<file path="src/rtl/ucode_seq.sv">
// ucode_seq: two-step microcode sequencer producing per-step control strobes.
// Optional: define UCODE_SEQ_ILLEGAL_TRAP_EN for a sticky illegal-opcode flag.
module ucode_seq #(
  parameter int DW   = 8,
  parameter int IDXW = 3
) (
  input  logic            clk,
  input  logic            rst_n,
  input  logic            op_valid,
  output logic            op_ready,
  input  logic [7:0]      opcode,
  input  logic [DW-1:0]   w,
  input  logic            carry,
  input  logic            zero,
  output logic            ctrl_valid,
  output logic            step,
  output logic            alu_op,
  output logic            alu_mb,
  output logic            jmp_op,
  output logic            jmp_cond,
  output logic            mov_op,
  output logic            dst_w,
  output logic            dst_f,
  output logic            dst_mem,
  output logic            dst_reg,
  output logic            dst_port,
  output logic            ram_op,
  output logic            dup_w,
  output logic            stack_push,
  output logic [IDXW-1:0] dst_index,
  output logic            illegal
);

  localparam int BW = $clog2(DW);

  typedef enum logic [1:0] {
    IDLE = 2'd0,
    S0   = 2'd1,
    S1   = 2'd2
  } state_t;

  state_t state, state_nx;

  logic [7:0]    op_q;
  logic [DW-1:0] w_q;
  logic          c_q;
  logic          z_q;
  logic          accept;

  function automatic logic in_rng(
    input logic [7:0] v,
    input logic [7:0] lo,
    input logic [7:0] hi
  );
    return (v >= lo) && (v <= hi);
  endfunction

  // Opcode groups of the captured instruction
  logic g_alu_w, g_alu_f, g_alu_grp, g_alu_mw;
  logic g_mov_p, g_mov_pw, g_mov_r, g_mov_rw;
  logic g_mov_mw, g_mov_wm, g_mov_lw;
  logic g_mul, g_xch, g_call, g_jmp, two_step;
  logic [BW-1:0] bit_sel;
  logic jc_val;

  // ALU LW/MW pairs share 0x88-0x8F and 0x94-0x9F; opcode bit 1 picks memory
  assign g_alu_grp = in_rng(op_q, 8'h88, 8'h8F)
                   | in_rng(op_q, 8'h94, 8'h9F);
  assign g_alu_mw  = g_alu_grp & op_q[1];
  assign g_alu_w   = in_rng(op_q, 8'h01, 8'h03)
                   | in_rng(op_q, 8'h06, 8'h0A)
                   | in_rng(op_q, 8'h60, 8'h6F)
                   | (g_alu_grp & ~op_q[1]);
  assign g_alu_f   = in_rng(op_q, 8'h04, 8'h05);
  assign g_mov_p   = in_rng(op_q, 8'h40, 8'h41);
  assign g_mov_pw  = in_rng(op_q, 8'h48, 8'h49);
  assign g_mov_r   = in_rng(op_q, 8'h50, 8'h57);
  assign g_mov_rw  = in_rng(op_q, 8'h58, 8'h5F);
  assign g_mov_mw  = in_rng(op_q, 8'h80, 8'h81);
  assign g_mov_wm  = in_rng(op_q, 8'h82, 8'h83)
                   | in_rng(op_q, 8'h86, 8'h87);
  assign g_mov_lw  = in_rng(op_q, 8'h84, 8'h85);
  assign g_mul     = in_rng(op_q, 8'h90, 8'h93);
  assign g_xch     = in_rng(op_q, 8'hA0, 8'hA1);
  assign g_call    = in_rng(op_q, 8'hA8, 8'hA9);
  assign g_jmp     = in_rng(op_q, 8'hA2, 8'hA7)
                   | in_rng(op_q, 8'hE0, 8'hFF);
  assign two_step  = g_mul | g_xch | g_call;

  // Bit test only reaches w[7:0]; the index never exceeds 7
  assign bit_sel = BW'(op_q[3:1]);

  always_comb begin
    jc_val = 1'b0;
    unique case (1'b1)
      in_rng(op_q, 8'hA2, 8'hA3): jc_val = 1'b1;
      in_rng(op_q, 8'hA4, 8'hA5): jc_val = c_q;
      in_rng(op_q, 8'hA6, 8'hA7): jc_val = z_q;
      in_rng(op_q, 8'hE0, 8'hEF): jc_val = ~w_q[bit_sel];
      in_rng(op_q, 8'hF0, 8'hFF): jc_val = w_q[bit_sel];
      default:                    jc_val = 1'b0;
    endcase
  end

  always_comb begin
    op_ready = 1'b1;
    if (state == S0)
      op_ready = ~two_step;
  end

  assign accept = op_valid & op_ready;

  always_comb begin
    state_nx = state;
    unique case (state)
      IDLE: if (accept) state_nx = S0;
      S0: begin
        if (two_step)    state_nx = S1;
        else if (accept) state_nx = S0;
        else             state_nx = IDLE;
      end
      S1: state_nx = accept ? S0 : IDLE;
      default: state_nx = IDLE;
    endcase
  end

  always_ff @(posedge clk or negedge rst_n) begin
    if (!rst_n) begin
      state <= IDLE;
      op_q  <= 8'h00;
      w_q   <= '0;
      c_q   <= 1'b0;
      z_q   <= 1'b0;
    end else begin
      state <= state_nx;
      if (accept) begin
        op_q <= opcode;
        w_q  <= w;
        c_q  <= carry;
        z_q  <= zero;
      end
    end
  end

  always_comb begin
    ctrl_valid = 1'b0;
    step       = 1'b0;
    alu_op     = 1'b0;
    alu_mb     = 1'b0;
    jmp_op     = 1'b0;
    jmp_cond   = 1'b0;
    mov_op     = 1'b0;
    dst_w      = 1'b0;
    dst_f      = 1'b0;
    dst_mem    = 1'b0;
    dst_reg    = 1'b0;
    dst_port   = 1'b0;
    ram_op     = 1'b0;
    dup_w      = 1'b0;
    stack_push = 1'b0;
    dst_index  = '0;
    if (state == S0) begin
      ctrl_valid = 1'b1;
      unique case (1'b1)
        g_alu_w: begin
          alu_op = 1'b1;
          dst_w  = 1'b1;
        end
        g_alu_mw: begin
          alu_op = 1'b1;
          dst_w  = 1'b1;
          ram_op = 1'b1;
        end
        g_alu_f: begin
          alu_op = 1'b1;
          dst_f  = 1'b1;
        end
        g_mov_p: begin
          mov_op    = 1'b1;
          dst_port  = 1'b1;
          dst_index = IDXW'(op_q[2:0]);
        end
        g_mov_r: begin
          mov_op    = 1'b1;
          dst_reg   = 1'b1;
          dst_index = IDXW'(op_q[2:0]);
        end
        g_mov_pw, g_mov_rw: begin
          mov_op    = 1'b1;
          dst_w     = 1'b1;
          dst_index = IDXW'(op_q[2:0]);
        end
        g_mov_mw: begin
          mov_op = 1'b1;
          dst_w  = 1'b1;
          ram_op = 1'b1;
        end
        g_mov_wm: begin
          mov_op  = 1'b1;
          dst_mem = 1'b1;
        end
        g_mov_lw: begin
          mov_op = 1'b1;
          dst_w  = 1'b1;
        end
        g_mul: begin
          alu_op = 1'b1;
          alu_mb = 1'b1;
          dst_w  = 1'b1;
          ram_op = op_q[1];
        end
        g_xch: begin
          mov_op = 1'b1;
          dup_w  = 1'b1;
        end
        g_call: stack_push = 1'b1;
        g_jmp: begin
          jmp_op   = 1'b1;
          jmp_cond = jc_val;
        end
        default: ;
      endcase
    end else if (state == S1) begin
      ctrl_valid = 1'b1;
      step       = 1'b1;
      unique case (1'b1)
        g_mul: begin
          alu_op  = 1'b1;
          alu_mb  = 1'b1;
          dst_mem = 1'b1;
          ram_op  = op_q[1];
        end
        g_xch: begin
          mov_op  = 1'b1;
          dst_w   = 1'b1;
          dst_mem = 1'b1;
        end
        g_call: begin
          jmp_op   = 1'b1;
          jmp_cond = 1'b1;
        end
        default: ;
      endcase
    end
  end

`ifdef UCODE_SEQ_ILLEGAL_TRAP_EN
  logic ill_op;
  logic ill_q;

  assign ill_op = in_rng(opcode, 8'h0B, 8'h3F)
                | in_rng(opcode, 8'h42, 8'h47)
                | in_rng(opcode, 8'h4A, 8'h4F)
                | in_rng(opcode, 8'h70, 8'h7F)
                | in_rng(opcode, 8'hAA, 8'hDF);

  always_ff @(posedge clk or negedge rst_n) begin
    if (!rst_n)
      ill_q <= 1'b0;
    else if (accept && ill_op)
      ill_q <= 1'b1;
  end

  assign illegal = ill_q;
`else
  assign illegal = 1'b0;
`endif

endmodule

</file>
<file path="config.mk">
export PLATFORM = sky130hd
export DESIGN_NAME = ucode_seq
export DESIGN_NICKNAME = d
export VERILOG_FILES = /design/src/rtl/ucode_seq.sv
export SDC_FILE = /design/constraint.sdc
export NUM_CORES = 1
export LEC_CHECK = 0
export ABC_AREA = 0
export CORE_MARGIN = 3
export CORE_UTILIZATION = 53
export CTS_BUF_LIST = sky130_fd_sc_hd__clkbuf_8
export CTS_CLUSTER_DIAMETER = 150
export CTS_CLUSTER_SIZE = 14
export DETAILED_ROUTE_END_ITERATION = 10
export PLACE_DENSITY = 0.84
export SKIP_LAST_GASP = 1
export SYNTH_ARGS = -nofsm -noshare
export SYNTH_HDL_FRONTEND = slang
export SYNTH_SLANG_ARGS = --single-unit
</file>
<file path="constraint.sdc">
create_clock -name clk -period 3.3 [get_ports clk]
set_input_delay 0.66 -clock clk [delete_from_list [all_inputs] [get_ports clk]]
set_output_delay 0.66 -clock clk [all_outputs]
set_load 0.05 [all_outputs]
</file>
; ---- Word-level counts from Yosys, hierarchy flattened
; Cells that the tools add are included.
[classes]
n_bitwise = 14
multipliers = 0
div = 0
n_eq_ne = 3
mux = 46
add_sub_neg = 0
reduce_logical = 31
shift = 0
magnitude_cmp = 45
[op_table]
columns = operator, count
row1 = "8-bit greater-or-equal comparator, second input constant", 14
row2 = "8-bit less-or-equal comparator, second input constant", 14
row3 = "8-bit by 7-bit greater-or-equal comparator with 1-bit output, second input constant", 5
row4 = "8-bit by 7-bit less-or-equal comparator with 1-bit output, second input constant", 5
row5 = 1-bit two-way mux, 38
row6 = 1-bit logical AND, 24
row7 = "8-bit by 3-bit greater-or-equal comparator with 1-bit output, second input constant", 2
row8 = "8-bit by 1-bit greater-or-equal comparator with 1-bit output, second input constant", 1
row9 = "8-bit by 2-bit less-or-equal comparator with 1-bit output, second input constant", 1
row10 = "8-bit by 3-bit less-or-equal comparator with 1-bit output, second input constant", 1
row11 = "8-bit by 4-bit less-or-equal comparator with 1-bit output, second input constant", 1
row12 = 1-bit OR, 8
row13 = 4-bit OR reduction, 2
row14 = 8-bit OR reduction, 1
row15 = 7-bit OR reduction, 1
row16 = 3-bit two-way mux, 2
row17 = 2-bit one-hot mux with 3 select lines, 1
row18 = 1-bit one-hot mux with 5 select lines, 1
row19 = "3-bit by 4-bit < comparator with 1-bit output, second input constant", 1
row20 = 2-bit two-way mux, 2
row21 = 2-bit OR reduction, 2
row22 = 1-bit AND, 3
row23 = 1-bit binary-select mux with 3-bit select, 1
row24 = 1-bit inverter, 3
row25 = 5 further kinds, 5
[totals]
wordCells = 144
latch_bits = 0
rom_bits = 0
register_bits = 20
inputBits = 21
ramBits = 0
output_inout_bits = 20
n_memories = 0

; ---- Depth between registers and ports, before layout
; Gate-level depths: netlist of the first run.
[logic_depth]
word_depth = 10
mapped_depth = 7
ltp_nobuf = 6

; ---- Least setup slack after synthesis of the first run
; OpenSTA, ideal clock, no wires.
[synth_timing]
path_kind = register to output
start = register op_q[1]
end = output port dst_port
arrival_time_ns = 2.436
t_required_ns = 2.640
n_path_buf = 1
setup_slack_ns = 0.204
path_stages_with_launch = 4
path_cell_list = dfrtp_1 buf_2 or2_4 nor4_1
[synth_via]
elab_chain_cells = 4
elab_cells_between_ends = 5
classes_between = order compare: 2 / mux: 2 / reduce/logical: 1
[synth_rtl]
columns = item, line_no
row1 = from (decl), 44  ; logic [7:0] op_q;
row2 = from (signal assigned), 137  ; op_q <= opcode;
row3 = 8-bit by 7-bit greater-or-equal comparator with 1-bit output / 8-bit by 7-bit less-or-equal comparator with 1-bit output (equally long branches), 55  ; return (v >= lo) && (v <= hi);
row4 = 1-bit logical AND (*), 55
row5 = 1-bit two-way mux (*), 164  ; unique case (1'b1)
row6 = 1-bit two-way mux (*), 162  ; if (state == S0) begin
row7 = to (decl), 26  ; output logic dst_port,
; Every way passes the cells marked *; elsewhere a longest branch is shown, timed or not.

; ---- Worst setup path after layout of the first run
[layout_timing]
start = register op_q[2]
end = output port dst_index[2]
[layout_via]
elab_chain_cells = 5
elab_cells_between_ends = 15
classes_between = order compare: 8 / mux: 2 / reduce/logical: 5
[layout_rtl]
columns = item, line_no
row1 = 8-bit by 7-bit greater-or-equal comparator with 1-bit output / 8-bit by 7-bit less-or-equal comparator with 1-bit output (equally long branches), 55
row2 = 1-bit logical AND, 55
row3 = 4-bit OR reduction (no source line), -
row4 = 3-bit two-way mux (*), 164
row5 = 3-bit two-way mux (*), 162
row6 = to (decl), 30  ; output logic [IDXW-1:0] dst_index,
; Marked as above.

==> results of run 1 <==
-- state kept, by name, indices dropped and copies added, names as in the netlist --
| name | flops |
|---|---|
| op_q | 8 |
| z_q | 1 |
| state | 2 |
| c_q | 1 |
| w_q | 8 |
-- per-layer routing --
metal | global-route usage | wire (um)
met5 | 0 | 0
met4 | 0.0596 | 44
met3 | 0.0312 | 213
met2 | 0.355 | 1600
met1 | 0.267 | 1350
-- path summary, 6_finish.rpt --
path,cells after the start,startpoint,end,slack [ns]
worst max-delay path,4,op_q[2],dst_index[2],0.11
worst min-delay path,1,w_q[6],w_q[6],0.50
worst max register to register,5,op_q[1],op_q[3],1.32
worst min register to register,1,w_q[6],w_q[6],0.50
max in group asynchronous,1,rst_n,state[0],1.86
min in group asynchronous,1,rst_n,op_q[3],0.90
-- cell usage in the layout, fill, tap and decap left out, types with 3 or more instances in the layout --
cell type	Yosys	final
clkdlybuf4s50_1	0	29
dlymetal6s2s_1	0	3
mux2_2	10	10
nor4_1	4	4
ha_1	4	4
nand2_1	6	6
clkbuf_8	0	3
inv_1	7	7
nand3_1	3	3
dfrtp_1	20	20
mux2i_1	3	3
buf_4	1	11
mux2_4	9	9
and3_1	4	4
nor2_1	3	3
-- logic make-up (layout without fill, tap and decap cells) --
kind of cell,count (synthesis),after routing,synth area share
fa+ha+maj,4,4,0.0346
other cells,1,1,0.00259
buf+inv,17,54,0.0709
compound gates,20,20,0.113
flops,20,20,0.346
simple gates,44,44,0.209
mux,24,24,0.223
-- through the flow --
stage	cell area, um^2	util	std cells	power (W)
2_1_floorplan	1450	-	130	0.000671
3_3_place_gp	1810	0.711	193	0.000776
3_5_place_dp	1810	0.711	193	0.000797
4_1_cts	1880	0.739	197	0.00104
5_1_grt	1890	0.742	197	0.00109
6_report	1890	0.742	197	0.00104
-- cell type report --
cell class | count | area (um^2) | area share
Multi-Input combinational cell | 93 | 843 | 0.446
Sequential cell | 20 | 500 | 0.265
Timing Repair Buffer | 43 | 410 | 0.217
Clock buffer | 3 | 41.3 | 0.0219
Tap cell | 30 | 37.5 | 0.0199
Clock inverter | 1 | 30.0 | 0.0159
Inverter | 7 | 26.3 | 0.0139
-- critical path, delay by kind of cell (launching register included) --
kind | cells | cell delay [ns]
AO/OA/AOI/OAI | 1 | 0.41
AND/OR/NAND/NOR | 2 | 0.54
flip-flops | 1 | 0.53
buffers and inverters | 1 | 0.79
-- what timing repair did --
item,in CTS,in global routing
endpoints found under the setup margin,0,3
hold buffers,0,0
gates resized for setup,0,3
endpoints found under the hold margin,0,0
-- power groups by stage --
stage | clock network [W] | registers (W) | logic [W]
floorplan | 0 | 0.000312 | 0.000359
global placement | 0 | 0.000325 | 0.000452
detailed placement | 0 | 0.000329 | 0.000469
CTS | 0.000249 | 0.000325 | 0.000469
global route | 0.000257 | 0.000332 | 0.000505
finish | 0.000245 | 0.000324 | 0.000468
==> out/results.md, run 1 <==
| Result | Reported | Unit |
|:---|:---|:---|
| Commonest cells in the netlist | 20 x dfrtp_1, 10 x mux2_2, 9 x mux2_4 | - |
| Number of rows created at floorplan | 18 | - |
| Total number of clock tree sinks | 20 | - |
| Area enclosed by the die boundary | 3390 | um^2 |
| CP Data Arrival Time | 2.53 | ns |
| Async set-or-reset flop fraction in the synthesized netlist | 1.00 | - |
| Max incr delay on CP | 0.79 | ns |
| Global-route wire length before repair | 5480 | um |
| Max_cap viols | 0 | - |
| Worst setup margin | 0.106 | ns |
| Filler Cell Count | 166 | - |
| Setup Buffers After CTS | 0 | - |
| HPWL Detailed | 2500 | um |
| Critical-path cell list | or2_4 > a211oi_1 > and3_1 > clkdlybuf4s50_1 | - |
| Combinational fraction of design power | 0.451 | - |
| Hold violation count in the final report | 0 | - |
| Number of buffers created by CTS | 3 | - |
| Proportion of layout cells with a drive suffix above 1 | 0.305 | - |
| Ant. Diodes | 0 | - |
| Synthesis-to-finish area growth | 30.6 | % |
| Number of enable-type register cells in the synthesized netlist | 0 | - |
| Cell Int Power | 0.000638 | W |
| Clock slew at reported path FFs | 0.08 | ns |
| Number of iterations in the first detailed-routing pass | 4 | - |
| Antenna Violating Nets Remaining | 0 | - |
| Share of the synthesized area in the top cell type | 0.346 | - |
| Mean routed wirelength per cell | 16.3 | um |
| Port Buffer Count | 39 | - |
| Power per unit of standard cell area | 549 | nW/um^2 |
| Share of the clock period used by the worst path | 0.968 | - |
| Top flip-flop cell by instance count after synthesis | dfrtp_1 | - |
| Rel. slew slack | 0.408 | - |
| Avg Synthesized Cell Area | 11.1 | um^2 |
| Largest net degree at the start of global routing | 21 | - |
| Combined global-route utilization of all metal layers | 0.206 | - |
| Most instantiated library cell after synthesis | dfrtp_1 | - |
| Worst slack after detailed placement | 0.362 | ns |
| Final layout net count | 193 | - |
| Die width | 58.2 | um |
| Largest cells by area after synthesis | dfrtp_1 35%, mux2_4 9.3%, mux2_2 7.8% | - |
| Remaining global-route overflow | 0 | - |
| Final GP Congestion | 0.912 | - |
| Kind of start point of the critical path | register | - |
| Total wire length after detailed routing | 3220 | um |
| Max Freq | 313 | MHz |
| Clock share of power | 0.236 | - |
| Via total after detailed routing | 1173 | - |
| Post-synthesis instance total | 130 | - |
| Die height | 58.2 | um |
| Count of final max-slew check failures | 0 | - |
| Final min period | 3.19 | ns |
| Crit. End Element | primary output | - |
| Setup violations, final | 0 | - |
| Type of the worst setup path | reg2out | - |
| Number of ports placed on the die boundary | 41 | - |
| Deepest level of the CTS H-tree | 1 | - |
| Part of the total power dissipated in sequential elements | 0.313 | - |
| Synth Net Count | 155 | - |
| Violation count after the first detailed-routing iteration | 35 | - |
| Clock tree root driver cell | clkbuf_8 | - |
| Initial standard-cell utilization of the core | 0.568 | - |
| Vias in the first global route | 1186 | - |
| Hold Crit Class | reg2reg | - |
| Number of distinct library cells after synthesis | 51 | - |
| Number of antenna violations at the first check in global routing | 0 | - |
| Status | finished, final reports clean | - |
| Placeable core area | 2540 | um^2 |
| Setup skew after layout | 0.00236 | ns |
| CTS tree | built | - |
| Max Buffers Root-to-Sink | 2 | - |
| Critical path fanouts, max | 12 | - |
| Netlist Area Pre-Place | 1450 | um^2 |
| DRC errors left | 0 | - |
| Switching power total | 0.000399 | W |
| Cell type with the highest aggregate area in the netlist | dfrtp_1 | - |
| Crit path max-delay cell type | clkdlybuf4s50_1 | - |
| Worst Hold Margin | 0.503 | ns |
| Clk_lat worst skew | 0.26 | ns |
| Sum Neg Setup Slack | 0 | ns |
| Vias/cell | 5.95 | - |
| RSZ-0062 raised after global routing | false | - |
| Pleak | 0.897 | nW |
| Seq cells post-synth | 20 | - |
| Number of warnings reported in the yosys synthesis log | 0 | - |
| Peak supply drop | 383 | uV |
| Post-synthesis sequential area ratio | 0.346 | - |
| Least-Margin Pin Slew | 0.886 | ns |
| Data required time of the worst path | 2.64 | ns |
| Sw Share | 0.385 | - |
Note: power is estimated with default switching activity, not from simulation.
==> run 2, diff against run 1 <==
--- a/config.mk
+++ b/config.mk
@@ -6,7 +6,7 @@
 export NUM_CORES = 1
 export LEC_CHECK = 0
 export ABC_AREA = 0
-export CORE_MARGIN = 3
+export CORE_MARGIN = 2
 export CORE_UTILIZATION = 53
 export CTS_BUF_LIST = sky130_fd_sc_hd__clkbuf_8
 export CTS_CLUSTER_DIAMETER = 150
==> run 2 against run 1 <==
Combinational power is 0.9% higher; critical endpoint is now dup_w; worst hold slack better by 0.011 ns; wire length is 4.4% lower; clock-buffer cell count stayed put; clock power is 38% lower; clock skew is 0.00054 ns higher; design area is 1.5% lower; non-clock buffer count stayed put; setup slack better by 0.0026 ns.
==> out/results.md, run 2 (synthesis results as in run 1) <==
| Result | Reported | Unit | Change |
|:---|:---|:---|:---|
| Least-Margin Pin Slew | 0.886 | ns | +0.000386 ns |
| Total wire length after detailed routing | 3070 | um | -4.4% |
| Sequential cell area | 500 | um^2 | unchanged |
| Mean routed wirelength per cell | 15.7 | um | -4.0% |
| Placed Cells | 193 | - | unchanged |
| Remaining global-route overflow | 0 | - | unchanged |
| Max Buffers Root-to-Sink | 2 | - | unchanged |
| Worst setup margin | 0.109 | ns | +0.00257 ns |
| Start point of the worst hold path | w_q[7] | - |  |
| Count of final max-slew check failures | 0 | - | unchanged |
| Overall power | 0.000945 | W | -8.8% |
| Crit. End Element | primary output | - |  |
| Share of the clock period used by the worst path | 0.967 | - | about the same |
| Final layout net count | 193 | - | unchanged |
| Initial standard-cell utilization of the core | 0.573 | - | +0.00507 |
| Number of ports placed on the die boundary | 41 | - | unchanged |
| Clock slew at reported path FFs | 0.07 | ns | about the same |
| Type of the worst setup path | reg2out | - |  |
| Beginning of the critical path | op_q[6] | - |  |
| Vias in the first global route | 1132 | - | -4.6% |
| Worst slack after detailed placement | 0.382 | ns | +0.0196 ns |
| Hold Crit Class | reg2reg | - |  |
| Setup skew after layout | 0.00290 | ns | +0.000537 ns |
| Worst Hold Margin | 0.515 | ns | +0.0113 ns |
| Status | finished, final reports clean | - |  |
| Die width | 56.2 | um | -3.4% |
| Port Buffer Count | 39 | - | unchanged |
| DRC errors left | 0 | - | unchanged |
| Violation count after the first detailed-routing iteration | 42 | - | +20% |
| Commonest non-fill, non-tap cells in the layout | 31 x clkdlybuf4s50_1, 20 x dfrtp_1, 10 x mux2_2, 10 x buf_4, 9 x mux2_4 | - |  |
| Total number of clock tree sinks | 20 | - | unchanged |
| Number of iterations in the first detailed-routing pass | 4 | - | unchanged |
| Final min period | 3.19 | ns | -0.00256 ns |
| Number of antenna violations at the first check in global routing | 0 | - | unchanged |
| Most common cell after layout, fill and taps aside | clkdlybuf4s50_1 | - |  |
| Clock tree root driver cell | clkbuf_8 | - |  |
| Max_cap viols | 0 | - | unchanged |
| Proportion of layout cells with a drive suffix above 1 | 0.301 | - | -0.00418 |
| Area enclosed by the die boundary | 3160 | um^2 | -6.8% |
| Rel. slew slack | 0.408 | - | about the same |
| Critical path fanouts, max | 8 | - | -4 |
| CTS tree | built | - |  |
| Data required time of the worst path | 2.64 | ns | about the same |
| Setup violations, final | 0 | - | unchanged |
| Number of rows created at floorplan | 18 | - | unchanged |
| Largest registers ranked by flip-flop count | op_q (8), w_q (8), state (2) | - |  |
| Sum Neg Setup Slack | 0 | ns | unchanged |
| Depth of the worst register-to-register path | 6 | - | +1 |
| Antenna Violating Nets Remaining | 0 | - | unchanged |
| Number of buffers created by CTS | 3 | - | unchanged |
| Via total after detailed routing | 1163 | - | -0.85% |
| Synthesis-to-finish area growth | 28.7 | % |  |
| CP Data Arrival Time | 2.53 | ns | about the same |
| Count of cells along the worst hold path | 1 | - | unchanged |
| Kind of start point of the critical path | register | - |  |
| Ant. Diodes | 0 | - | unchanged |
| RSZ-0062 raised after global routing | false | - |  |
| Clk_lat worst skew | 0.25 | ns | about the same |
| Die height | 56.2 | um | -3.4% |
| Combined global-route utilization of all metal layers | 0.205 | - | -0.00138 |
| Hold violation count in the final report | 0 | - | unchanged |
| Vias/cell | 5.93 | - | -0.35% |
| Final standard cell count with taps included and fillers excluded | 196 | - | -0.51% |
| Final GP Congestion | 0.818 | - | -10% |
| Pleak | 0.860 | nW | -4.1% |
| Critical register-to-register path startpoint | state[1] | - |  |
| HPWL Detailed | 2330 | um | -6.6% |
| Largest net degree at the start of global routing | 21 | - | unchanged |
| Footprint of the multi-input gates | 846 | um^2 | +0.30% |
| Global-route wire length before repair | 5230 | um | -4.5% |
| Placeable core area | 2520 | um^2 | -0.88% |
| Max Freq | 313 | MHz | about the same |
| Peak supply drop | 385 | uV | +0.56% |
| Deepest level of the CTS H-tree | 1 | - | unchanged |
| Filler Cell Count | 177 | - | +6.6% |
| Power per unit of standard cell area | 508 | nW/um^2 | -7.5% |
==> run 2: what timing repair did <==
item                       4_1_cts  5_1_grt
resized for setup                0        3
hold buffers                     0        0
buffers inserted                 0        0
setup endpoints to repair        0        3
==> run 2: worst paths after layout <==
| check | slack (ns) | end |
|---|---|---|
| worst max register to register | 1.31 | w_q[6] |
| max in group asynchronous | 1.85 | w_q[6] |
| worst min-delay path | 0.51 | w_q[7] |
| min in group asynchronous | 0.91 | w_q[0] |
| worst min register to register | 0.51 | w_q[7] |
| worst max-delay path | 0.11 | dup_w |
==> run 2: power breakdown <==
part	total (W)	switching, W	leakage (nW)	internal, W
Clock	0.000152	0.0000706	0.0216	0.0000810
Combinational	0.000472	0.000274	0.604	0.000198
Sequential	0.000322	0.0000398	0.235	0.000282
Total	0.000945	0.000384	0.860	0.000561
==> run 2: layout make-up <==
cell class | instances | share of cell area
Multi-Input combinational cell | 93 | 0.454
Sequential cell | 20 | 0.269
Timing Repair Buffer | 43 | 0.220
Clock buffer | 3 | 0.0222
Tap cell | 30 | 0.0202
Inverter | 7 | 0.0141
==> run 2: stage by stage <==
| step | instance area, um^2 | util |
|---|---|---|
| floorplan | 1450 | - |
| global placement | 1810 | 0.719 |
| detailed placement | 1810 | 0.719 |
| CTS | 1850 | 0.735 |
| global route | 1860 | 0.738 |
| finish | 1860 | 0.738 |
==> run 2: per-layer routing <==
metal	track usage	share of wire	up-vias
met4	0.0442	0.0036	0
met3	0.0279	0.054	2
li1	-	-	551
met2	0.353	0.50	51
met1	0.273	0.44	559
met5	0	0	-
==> run 2: critical path: stages (launching register included) <==
cell and delay (ns):
dfrtp_1 0.46, or4b_4 0.64, nor3_4 0.22, and2_2 0.18
clkdlybuf4s50_1 0.79
==> run 3, diff against run 2 <==
--- a/config.mk
+++ b/config.mk
@@ -6,13 +6,14 @@
 export NUM_CORES = 1
 export LEC_CHECK = 0
 export ABC_AREA = 0
+export CAP_MARGIN = 15
 export CORE_MARGIN = 2
-export CORE_UTILIZATION = 53
+export CORE_UTILIZATION = 44
 export CTS_BUF_LIST = sky130_fd_sc_hd__clkbuf_8
 export CTS_CLUSTER_DIAMETER = 150
 export CTS_CLUSTER_SIZE = 14
 export DETAILED_ROUTE_END_ITERATION = 10
-export PLACE_DENSITY = 0.84
+export PLACE_DENSITY = 0.74
 export SKIP_LAST_GASP = 1
 export SYNTH_ARGS = -nofsm -noshare
 export SYNTH_HDL_FRONTEND = slang
==> constraint.sdc (replaced) <==
create_clock -name clk -period 2.6 [get_ports clk]
set_input_delay 0.52 -clock clk [delete_from_list [all_inputs] [get_ports clk]]
set_output_delay 0.52 -clock clk [all_outputs]
set_load 0.05 [all_outputs]
==> run 3 against run 2 <==
Sequential share of layout area shrank 3.3 points; flip-flop and latch count is the same; core utilization shrank 4.2 points; critical endpoint is now alu_op; clock skew shrank 0.0013 ns; global-route usage shrank 1.5 points; largest power group unchanged; largest cell class unchanged; clock power grew 110%.
==> out/results.md, run 3 (synthesis results as in run 1) <==
| Result | Reported | Unit | Change |
|:---|:---|:---|:---|
| Status | finished, final reports clean | - |  |
| Hold Buf Count CTS | 0 | - | unchanged |
| Start point of the worst hold path | w_q[5] | - |  |
| Total number of clock tree sinks | 20 | - | unchanged |
| Combined global-route utilization of all metal layers | 0.190 | - | -0.0149 |
| Power per unit of standard cell area | 652 | nW/um^2 | +28% |
| Part of the total power dissipated in sequential elements | 0.294 | - | -0.047 |
| Data required time of the worst path | 2.08 | ns | -0.56 ns |
| Critical register-to-register path startpoint | op_q[1] | - |  |
| Remaining global-route overflow | 0 | - | unchanged |
| Total wire length after detailed routing | 3220 | um | +4.7% |
| CP bufs+invs | 1 | - | unchanged |
| Worst Hold Margin | 0.519 | ns | +0.00405 ns |
| Clk_lat worst skew | 0.26 | ns | about the same |
| CP Data Arrival Time | 2.03 | ns | -0.50 ns |
| DRC errors left | 0 | - | unchanged |
| Setup violations, final | 0 | - | unchanged |
| HPWL Detailed | 2560 | um | +9.8% |
| Most common cell after layout, fill and taps aside | clkdlybuf4s50_1 | - |  |
| Final min period | 2.55 | ns |  |
| Setup skew after layout | 0.00160 | ns | -0.00130 ns |
| Kind of start point of the critical path | register | - |  |
| Beginning of the critical path | op_q[2] | - |  |
| Max Buffers Root-to-Sink | 2 | - | unchanged |
| Pleak | 0.920 | nW | +6.9% |
| Clock slew at reported path FFs | 0.08 | ns | about the same |
| Placed Cells | 210 | - | +8.8% |
| Combinational fraction of design power | 0.482 | - | -0.017 |
| Switching power total | 0.000530 | W | +38% |
| Number of ports placed on the die boundary | 41 | - | unchanged |
| Crit path max-delay cell type | or4b_1 | - |  |
| Share of the clock period used by the worst path | 0.981 | - |  |
| Port Buffer Count | 39 | - | unchanged |
| Deepest level of the CTS H-tree | 1 | - | unchanged |
| Placeable core area | 3080 | um^2 | +22% |
| Initial standard-cell utilization of the core | 0.470 | - | -0.103 |
| Max Freq | 392 | MHz |  |
| Die width | 61.3 | um | +9.1% |
| CTS tree | built | - |  |
| Vias/cell | 5.42 | - | -8.7% |
| Via total after detailed routing | 1165 | - | +0.17% |
| Max_cap viols | 0 | - | unchanged |
| Ant. Diodes | 0 | - | unchanged |
| Proportion of layout cells with a drive suffix above 1 | 0.439 | - | +0.137 |
| Max incr delay on CP | 0.56 | ns | -0.23 ns |
| Rel. slew slack | 0.659 | - | +0.252 |
| Clock share of power | 0.224 | - | +0.064 |
| Vias in the first global route | 1169 | - | +3.3% |
| Sw Share | 0.379 | - | -0.0275 |
| Area enclosed by the die boundary | 3760 | um^2 | +19% |
| Largest net degree at the start of global routing | 21 | - | unchanged |
| Number of antenna violations at the first check in global routing | 0 | - | unchanged |
| Count of final max-slew check failures | 0 | - | unchanged |
| Antenna Violating Nets Remaining | 0 | - | unchanged |
| Hold Crit Class | reg2reg | - |  |
| Least-Margin Pin Slew | 0.509 | ns | -0.377 ns |
| Final layout net count | 197 | - | +2.1% |
| Global-route wire length before repair | 5280 | um | +0.92% |
| Overall power | 0.00140 | W | +48% |
| Largest registers ranked by flip-flop count | op_q (8), w_q (8), state (2) | - |  |
| Total placed instance area | 2050 | um^2 | +13% |
| Hold violation count in the final report | 0 | - | unchanged |
| Die height | 61.3 | um | +9.1% |
| Cell Int Power | 0.000868 | W | +55% |
| Commonest non-fill, non-tap cells in the layout | 22 x clkdlybuf4s50_1, 16 x dfrtp_1, 16 x buf_12, 10 x mux2_2 | - |  |
| Post-Layout Inst Area | 2140 | um^2 | +15% |
| Number of iterations in the first detailed-routing pass | 4 | - | unchanged |
| Peak supply drop | 452 | uV | +17% |
| Critical path fanouts, max | 6 | - | -2 |
| RSZ-0062 raised after global routing | true | - |  |
| Mean routed wirelength per cell | 15.0 | um | -4.6% |
| Crit. End Element | primary output | - |  |
| Clock tree root driver cell | clkbuf_8 | - |  |
| Category of cells accounting for the largest share of critical-path delay | simple AND/OR/NAND/NOR gates | - |  |
| Synthesis-to-finish area growth | 48.1 | % |  |
| Final standard cell count with taps included and fillers excluded | 215 | - | +9.7% |
| Final GP Congestion | 0.867 | - | +6.0% |
| Violation count after the first detailed-routing iteration | 29 | - | -31% |
| Number of rows created at floorplan | 20 | - | +2 |
| Sum Neg Setup Slack | 0 | ns | unchanged |
| Critical-path cell list | or4b_1 > o31ai_1 > a32oi_1 > nand4_1 > buf_12 | - |  |
| Number of buffers created by CTS | 3 | - | unchanged |
| Type of the worst setup path | reg2out | - |  |
==> run 3: cell count changes in the layout (fill, tap and decap cells not counted), sizes merged <==
cell / delta
buf: +15
bufinv: +1
clkdlybuf4s50: -9
dlymetal6s2s: -2
==> run 3: worst paths after layout <==
check	end	slack (ns)	cells past startpoint
setup / recovery	alu_op	0.05	5
hold / removal	w_q[5]	0.52	1
max in group asynchronous	op_q[4]	1.78	2
hold reg to reg	w_q[5]	0.52	1
setup reg to reg	w_q[6]	0.61	5
min in group asynchronous	w_q[0]	0.59	2
==> run 3: power groups by stage <==
stage	combinational (W)	clock (W)	sequential, W
final	0.000673	0.000313	0.000411
after global routing	0.000718	0.000331	0.000418
after floorplan	0.000466	0	0.000396
after CTS	0.000673	0.000315	0.000409
after global placement	0.000647	0	0.000412
after detailed placement	0.000668	0	0.000416
==> run 3: routing by layer <==
metal / GRT usage / share of wire / vias to the layer above
met3: 0.0399 / 0.039 / 6
met5: 0 / 0 / -
met2: 0.336 / 0.51 / 36
met1: 0.231 / 0.44 / 566
met4: 0.0608 / 0.013 / 0
li1: - / - / 557
==> run 3: area by class of cell <==
class                      count  area (um^2)
tap                           44         55.1
multi-input combinational     93          876
timing repair buffer          47          608
clock inverter                 1         30.0
clock buffer                   3         41.3
inverter                       7         26.3
fill                         234          936
sequential                    20          505
==> run 3: metrics by stage <==
step	utilization	setup slack, ns
6_report	0.696	0.0485
5_1_grt	0.696	-0.0233
4_1_cts	0.690	0.0312
3_5_place_dp	0.667	0.318
3_3_place_gp	0.667	0.358
2_1_floorplan	-	0.208
==> run 3: timing repair <==
action	CTS	global route
buffers inserted	0	1
endpoints found under the hold margin	0	0
endpoints found under the setup margin	0	6
resized for setup	0	6
